**src/rtl/down_timer_if.sv**
```systemverilog
// ---------------------------------------------------------------------------
// down_timer_if : control/status bundle for down_timer
// Rev 1.0
// ---------------------------------------------------------------------------
`default_nettype none

interface down_timer_if #(
  parameter int BITS = 4
);
  logic            start;
  logic [BITS-1:0] load_val;
  logic            stop;
  logic            en;
  logic            auto_reload;
  logic [BITS-1:0] Q;
  logic            tc;
  logic            busy;

  modport master (
    output start, load_val, stop, en, auto_reload,
    input  Q, tc, busy
  );

  modport slave (
    input  start, load_val, stop, en, auto_reload,
    output Q, tc, busy
  );
endinterface

`default_nettype wire

```
**src/rtl/down_timer.sv**
```systemverilog
// ---------------------------------------------------------------------------
// down_timer : loadable down counter with terminal-count pulse and optional
//              auto-reload. Define DOWN_TIMER_PRESCALE_EN to add a prescaler.
// Rev 1.0
// ---------------------------------------------------------------------------
`default_nettype none

module down_timer #(
  parameter int BITS     = 4,
  parameter int PRESCALE = 4
) (
  input  wire          clk,
  input  wire          reset_n,
  down_timer_if.slave  bus
);

  generate
    if (BITS < 2) begin : g_bits_check
      $error("down_timer: BITS must be >= 2");
    end
    if (PRESCALE < 1) begin : g_prescale_check
      $error("down_timer: PRESCALE must be >= 1");
    end
  endgenerate

  typedef enum logic [0:0] {
    IDLE = 1'b0,
    RUN  = 1'b1
  } state_t;

  localparam logic [BITS-1:0] ONE = BITS'(1);

  state_t          state, state_next;
  logic [BITS-1:0] count, count_next;
  logic [BITS-1:0] reload, reload_next;
  logic            term, term_next;
  logic            due;
  logic            pre_clear;

`ifdef DOWN_TIMER_PRESCALE_EN
  localparam int PW = (PRESCALE > 1) ? $clog2(PRESCALE) : 1;
  localparam logic [PW-1:0] PRE_LAST = PW'(PRESCALE - 1);

  logic [PW-1:0] pre_cnt;

  assign due = (pre_cnt == PRE_LAST);

  // Advances only on enabled RUN cycles; start/stop restart the division.
  always_ff @(posedge clk or negedge reset_n) begin
    if (!reset_n) begin
      pre_cnt <= '0;
    end else if (pre_clear) begin
      pre_cnt <= '0;
    end else if (state == RUN && bus.en) begin
      pre_cnt <= due ? '0 : pre_cnt + PW'(1);
    end
  end
`else
  assign due = 1'b1;
`endif

  always_ff @(posedge clk or negedge reset_n) begin
    if (!reset_n) begin
      state  <= IDLE;
      count  <= '0;
      reload <= '0;
      term   <= 1'b0;
    end else begin
      state  <= state_next;
      count  <= count_next;
      reload <= reload_next;
      term   <= term_next;
    end
  end

  always_comb begin
    state_next  = state;
    count_next  = count;
    reload_next = reload;
    term_next   = 1'b0;
    pre_clear   = 1'b0;

    if (bus.start) begin
      pre_clear = 1'b1;
      if (bus.load_val != '0) begin
        count_next  = bus.load_val;
        reload_next = bus.load_val;
        state_next  = RUN;
      end else begin
        count_next = '0;
        term_next  = 1'b1;
        state_next = IDLE;
      end
    end else if (state == RUN) begin
      if (bus.stop) begin
        pre_clear  = 1'b1;
        state_next = IDLE;
      end else if (bus.en && due) begin
        if (count > ONE) begin
          count_next = count - ONE;
        end else begin
          // Expiry: reload skips the zero state so the period is load_val.
          term_next = 1'b1;
          if (bus.auto_reload) begin
            count_next = reload;
          end else begin
            count_next = '0;
            state_next = IDLE;
          end
        end
      end
    end
  end

  assign bus.Q    = count;
  assign bus.tc   = term;
  assign bus.busy = (state == RUN);

endmodule

`default_nettype wire

```
**src/flat_wrapper.sv**
```systemverilog
// flat-port wrapper written by rule: the top's interface ports become plain ports
module down_timer_flat 
#(
  parameter int BITS     = 4,
  parameter int PRESCALE = 4
)
  (clk, reset_n, bus_start, bus_load_val, bus_stop, bus_en, bus_auto_reload, bus_Q, bus_tc, bus_busy);
  down_timer_if #(.BITS(BITS)) bus_i ();
  input  wire clk;
  input  wire reset_n;
  input wire logic [$bits(bus_i.start)-1:0] bus_start;
  input wire logic [$bits(bus_i.load_val)-1:0] bus_load_val;
  input wire logic [$bits(bus_i.stop)-1:0] bus_stop;
  input wire logic [$bits(bus_i.en)-1:0] bus_en;
  input wire logic [$bits(bus_i.auto_reload)-1:0] bus_auto_reload;
  output wire logic [$bits(bus_i.Q)-1:0] bus_Q;
  output wire logic [$bits(bus_i.tc)-1:0] bus_tc;
  output wire logic [$bits(bus_i.busy)-1:0] bus_busy;
  assign bus_i.start = bus_start;
  assign bus_i.load_val = bus_load_val;
  assign bus_i.stop = bus_stop;
  assign bus_i.en = bus_en;
  assign bus_i.auto_reload = bus_auto_reload;
  assign bus_Q = bus_i.Q;
  assign bus_tc = bus_i.tc;
  assign bus_busy = bus_i.busy;
  down_timer #(.BITS(BITS), .PRESCALE(PRESCALE)) u_core (.clk(clk), .reset_n(reset_n), .bus(bus_i));
endmodule
```
**config.mk**
```make
export PLATFORM = sky130hd
export DESIGN_NAME = down_timer_flat
export DESIGN_NICKNAME = d
export VERILOG_FILES = /design/src/rtl/down_timer_if.sv /design/src/rtl/down_timer.sv /design/src/flat_wrapper.sv
export SDC_FILE = /design/constraint.sdc
export NUM_CORES = 1
export LEC_CHECK = 0
export BUFFER_PORTS_ARGS = -buffer_cell sky130_fd_sc_hd__buf_2
export CAP_MARGIN = 20
export CELL_PAD_IN_SITES_DETAIL_PLACEMENT = 1
export CELL_PAD_IN_SITES_GLOBAL_PLACEMENT = 2
export CORE_MARGIN = 10
export CORE_UTILIZATION = 30
export DETAILED_ROUTE_END_ITERATION = 10
export GPL_ROUTABILITY_DRIVEN = 0
export PLACE_DENSITY_LB_ADDON = 0.15
export SYNTH_ARGS = -nofsm -noshare
export SYNTH_HDL_FRONTEND = slang
export SYNTH_SLANG_ARGS = --single-unit
```
**constraint.sdc**
```tcl
create_clock -name clk -period 1.8 [get_ports clk]
set_clock_uncertainty 0.2 [all_clocks]
set_input_delay 0.18 -clock clk [delete_from_list [all_inputs] [get_ports clk]]
set_output_delay 0.18 -clock clk [all_outputs]
set_load 0.1 [all_outputs]
```
==> qor.yml, run 1 <==
status:
  outcome: "finished, violations left"
  violations: "negative hold slack"
detailed_routing:
  vias: 550
  drc_errors: 0
  wl_um: 1870
  drtAntennaViolNets: 0
  wl_per_cell_um: 17.7
  drt_iter0_drc: 2
  routed_via_density: 5.19
  firstDrtPassIters: 5
min_path:
  hold_depth: 3
  hold_class: "primary input to flip-flop"
worst_setup_path:
  critical_path.max_fanout: 5
  critical_path_required_ps: 1770
  critPathKind: "flip-flop to flip-flop"
  cp-end-kind: "flip-flop"
  start_kind: "flip-flop"
  worst_ep_arrival_time_ps: 1680
  worstRegToRegCells: 5
die:
  die_w_um: 64.7
  die_area_um2: 4180
  placeableCoreArea_um2: 1920
  die_h_um: 64.7
  num_rows: 16
  start_util: 0.311
  ioPinCount: 16
clock_network:
  cts_tree: "built"
  cts_buffers: 3
  clock-sinks: 10
  path_clk_slew_ps: 70
  clock_latency_ps: 270
  htreeDepth: 1
  clockBufferDepth: 2
  cts_root_buf: "clkbuf_4"
sta:
  min_period_ps: 1710
  min_period_over_period: 0.952
  setup_viol: 0
  setup_ws_ps: 86.0
  maxSlewHeadroom: 0.675
  clock.fmax_mhz: 583
  maxSlewViolCount: 0
  holdWs_ps: -2.98
  hold_viol: 1
  tns_ps: 0
  grt_setup_unrepaired: "false"
  tightest_slew_ps: 491
synthesis:
  synth_edf_count: 0
  ys_warn_count: 0
  synth.most_common_cell: "dfrtp_1"
  yosys.area.top_type_share: 0.418
  syn_nets: 70
  syn-cell-area_um2: 598
  synth_flop_cell: "dfrtp_1"
  synth_common_cells: "dfrtp_1 (10), nand2_1 (5), nor2_1 (5)"
  syn_inst: 58
  synth_seq_area_share: 0.418
  syn_avg_cell_area_um2: 10.3
  synth_area_leaders: "dfrtp_1 (42%), a22o_1 (5.9%), o41ai_4 (4.6%)"
  async_reset_ff_frac: 1.00
  ys_types: 29
  ys_ff_latch: 10
  yosys.area.top_type: "dfrtp_1"
placed_design:
  placed_cells: 99
  pre_cts_ws_ps: 14.1
  hpwl_um: 1350
  io_buffers: 15
global_routing:
  grt_pass1_vias: 613
  grt_overflow: 0
  grt_max_degree: 17
  antenna_found_initial: 0
  grt_pass1_wl_um: 3170
  grt.total_usage: 0.0964
pwr:
  pwr-share-seq: 0.354
  peakVddDrop_mv: 0.479
  power_switching_share: 0.438
  internal_power_uw: 479
  total_power_uw: 852
  cellLeakagePower_nw: 0.354
  p_clk_frac: 0.242
  p_sw_uw: 374
  power_density_nw_per_um2: 1040
  combPwrFrac: 0.403
job:
  max_cap_violations: 0
finish:
  drive_gt1_frac: 0.468
  layout.nets: 92
  antenna_cells: 0
  area_delta_synth_final_pct: 36.4
  stdcell_count: 106
-- final timing paths --
kind	slack, ps	endpoint	start
max	90	u_core.bus.Q[1]	u_core.bus.Q[0]
min in group asynchronous	100	u_core.reload[0]	reset_n
min reg2reg	290	u_core.reload[3]	u_core.reload[3]
max reg2reg	90	u_core.bus.Q[1]	u_core.bus.Q[0]
min	-3	u_core.reload[3]	bus_load_val[3]
max in group asynchronous	1080	u_core.bus.Q[1]	reset_n
-- what timing repair did --
item | 4_1_cts | 5_1_grt
endpoints found under the hold margin | 11 | 0
setup endpoints to repair | 1 | 2
hold buffers | 2 | 0
setup buffers | 0 | 1
pin swaps | 1 | 4
resized for setup | 1 | 5
-- metrics by stage --
| step | cell area [µm²] | utilization |
|---|---|---|
| after global routing | 816 | 0.424 |
| after detailed placement | 714 | 0.372 |
| after global placement | 714 | 0.372 |
| final | 816 | 0.424 |
| after floorplan | 617 | - |
| after CTS | 776 | 0.404 |
-- cell type report --
type | count | area [µm²]
Fill cell | 238 | 1110
Inverter | 4 | 20.0
Sequential cell | 10 | 262
Timing Repair Buffer | 18 | 103
Clock buffer | 4 | 36.3
Tap cell | 27 | 33.8
Multi-Input combinational cell | 43 | 362
-- routing by layer --
layer / track usage / up-vias / routed length, µm
li1: - / 262 / -
met1: 0.120 / 274 / 848
met2: 0.149 / 9 / 928
met3: 0.0309 / 5 / 63
met4: 0.0401 / 0 / 30
met5: 0 / - / 0
-- flip-flops by register name, indices dropped and copies added, names as in the netlist --
name and count:
u_core.bus.busy 1, u_core.bus.Q 4, u_core.reload 4, u_core.bus.tc 1
-- kinds of logic (layout without fill, tap and decap cells) --
logic type      after synthesis  count (layout)  synth area share
simple gates                 22              22             0.213
compound gates               18              18             0.266
flops                        10              10             0.418
buf+inv                       5              26            0.0439
fa+ha+maj                     2               2            0.0418
mux                           1               1            0.0167
-- power by group through the flow --
stage / Clock (mW) / Sequential, mW / Combinational (mW)
after floorplan: 0 / 0.431 / 0.103
after global placement: 0 / 0.300 / 0.308
after detailed placement: 0 / 0.302 / 0.309
after CTS: 0.214 / 0.298 / 0.317
after global routing: 0.224 / 0.307 / 0.370
final: 0.207 / 0.302 / 0.344
-- cell usage in the layout (no fill, tap or decap), drive strengths merged --
| cell | n |
|---|---|
| nor3 | 1 |
| ha | 2 |
| o21ai | 2 |
| a22oi | 2 |
| a32oi | 1 |
| nor4bb | 1 |
| mux2i | 1 |
| a21oi | 4 |
| buf | 16 |
| or2 | 1 |
| and3b | 1 |
| inv | 4 |
| nand3 | 1 |
| nand3b | 1 |
| nand2b | 2 |
| a41oi | 1 |
| a22o | 4 |
| dfrtp | 10 |
| nand2 | 5 |
| nor2 | 6 |
| o31ai | 1 |
| nand4b | 3 |
| dlygate4sd3 | 2 |
| a31oi | 1 |
| o41ai | 2 |
| clkbuf | 4 |
-- critical path, cell delays in order, from the launching register on --
cell,delay [ps]
dfrtp_4,520
ha_4,180
or2_4,260
a21oi_4,140
nand2b_1,80
a32oi_1,230
Note: power is estimated with default switching activity, not from simulation.
==> run 2, diff against run 1 <==
- HOLD_SLACK_MARGIN: not set -> 0.05
==> run 2 against run 1 <==
  * Worst setup slack got worse by 5.6 ps
  * Final area rose by 4.9%
  * Highest routed layer unchanged
  * Global-route usage up 0.10 points
  * Largest cell class unchanged
  * Cell count grew 3.8%
  * The flow now finishes without violations
  * Hold slack better by 59 ps
  * Die area unchanged
  * Critical path depth unchanged
  * Clock power barely moved
  * Via count up 3.1%
  * Critical endpoint unchanged
==> qor.yml, run 2 (synthesis gave the netlist of run 1 again) <==
detailed_routing:
  drc_errors: 0
  firstDrtPassIters: 3
  drt_iter0_drc: 18
  vias: 567
  wl_um: 1880
  wl_per_cell_um: 17.1
  routed_via_density: 5.15
  drtAntennaViolNets: 0
finish:
  layout_commonest_cell: "buf_2"
  layout.nets: 96
  area_delta_synth_final_pct: 43.1
  drive_gt1_frac: 0.446
  utilization: 0.445
  antenna_cells: 0
  n_fill_cell: 234
  layout.cells.most_common_list: "buf_2 (15), dlygate4sd3_1 (6), nand2_1 (5), nor2_1 (5), dfrtp_1 (5)"
  fin_area_um2: 856
  stdcell_count: 110
worst_setup_path:
  critPathKind: "flip-flop to flip-flop"
  critical_path_required_ps: 1770
  cp-end-kind: "flip-flop"
  slowest_stage: "dfrtp_4"
  regToRegSetupSlack_ps: 80
  worstRegToRegCells: 5
  critical_path.max_fanout: 5
  critical_path.cell_chain: "ha_4, or2_4, a21oi_4, nand2b_1, a32oi_1"
  max_stage_delay_ps: 520
  start_kind: "flip-flop"
  worst_ep_arrival_time_ps: 1690
placed_design:
  io_buffers: 15
  hpwl_um: 1350
  pre_cts_ws_ps: 14.1
  placed_cells: 99
  place_area_um2: 714
sta:
  maxSlewHeadroom: 0.675
  holdWs_ps: 56.1
  setup_ws_ps: 80.4
  tightest_slew_ps: 491
  grt_setup_unrepaired: "false"
  hold_viol: 0
  min_period_over_period: 0.955
  clock.fmax_mhz: 582
  min_period_ps: 1720
  maxSlewViolCount: 0
  setup_viol: 0
  tns_ps: 0
pwr:
  p_sw_uw: 375
  total_power_uw: 860
  p_clk_frac: 0.242
  combPwrFrac: 0.408
  cellLeakagePower_nw: 0.371
  peakVddDrop_mv: 0.479
  internal_power_uw: 484
  pwr-share-seq: 0.351
  power_switching_share: 0.437
  power_density_nw_per_um2: 1000
clock_network:
  cts_tree: "built"
  clock_latency_ps: 270
  htreeDepth: 1
  path_clk_slew_ps: 70
  clockBufferDepth: 2
  clock-sinks: 10
  cts_root_buf: "clkbuf_4"
  cts_buffers: 3
global_routing:
  grt_pass1_vias: 629
  grt_pass1_wl_um: 3230
  grt_max_degree: 17
  antenna_found_initial: 0
  grt.total_usage: 0.0975
  grt_overflow: 0
die:
  start_util: 0.311
  die_w_um: 64.7
  die_h_um: 64.7
  placeableCoreArea_um2: 1920
  die_area_um2: 4180
  num_rows: 16
  ioPinCount: 16
status:
  outcome: "completed"
job:
  max_cap_violations: 0
min_path:
  hold_class: "primary input to flip-flop"
  hold_depth: 3
[run 2: cell types whose count changed in the layout (fill, tap and decap cells not counted)]
cell and delta:
dlygate4sd3_1 +4
[run 2: metal layers]
metal  track usage  vias to the layer above  share of wire
li1              -                      270              -
met2         0.154                        9           0.51
met5             0                        -              0
met3        0.0275                        5          0.026
met4        0.0401                        0          0.016
met1         0.121                      283           0.45
[run 2: power by group through the flow]
stage | registers, mW | clock network (mW) | logic, mW
after CTS | 0.298 | 0.214 | 0.324
final | 0.302 | 0.208 | 0.351
after detailed placement | 0.302 | 0 | 0.309
after global routing | 0.307 | 0.224 | 0.377
after global placement | 0.300 | 0 | 0.308
after floorplan | 0.431 | 0 | 0.103
[run 2: worst paths after layout]
kind | end | start
worst min register to register | u_core.reload[3] | u_core.reload[3]
min in group asynchronous | u_core.reload[0] | reset_n
max in group asynchronous | u_core.bus.Q[1] | reset_n
worst max register to register | u_core.bus.Q[1] | u_core.bus.Q[0]
worst max-delay path | u_core.bus.Q[1] | u_core.bus.Q[0]
worst min-delay path | u_core.bus.busy | bus_en
[run 2: cell type report]
type / count / area [µm²] / share of cell area
multi-input cells: 43 / 362 / 0.423
well taps: 27 / 33.8 / 0.0395
flip-flops and latches: 10 / 262 / 0.306
clock buffers: 4 / 36.3 / 0.0424
repair buffers: 22 / 143 / 0.167
inverters: 4 / 20.0 / 0.0234
[run 2: critical path: cells and delay by family (launching register included)]
kind / cells / cell delay, ps
AOI/OAI and AO/OA: 2 / 380
and+or+nand+nor: 2 / 340
adders and majority gates: 1 / 180
DFF: 1 / 520
[run 2: repair_timing]
action | in CTS | in global routing
hold buffers | 6 | 0
setup endpoints to repair | 1 | 2
setup buffers | 0 | 1
resized for setup | 1 | 5
pin swaps | 1 | 4
hold endpoints to repair | 15 | 0
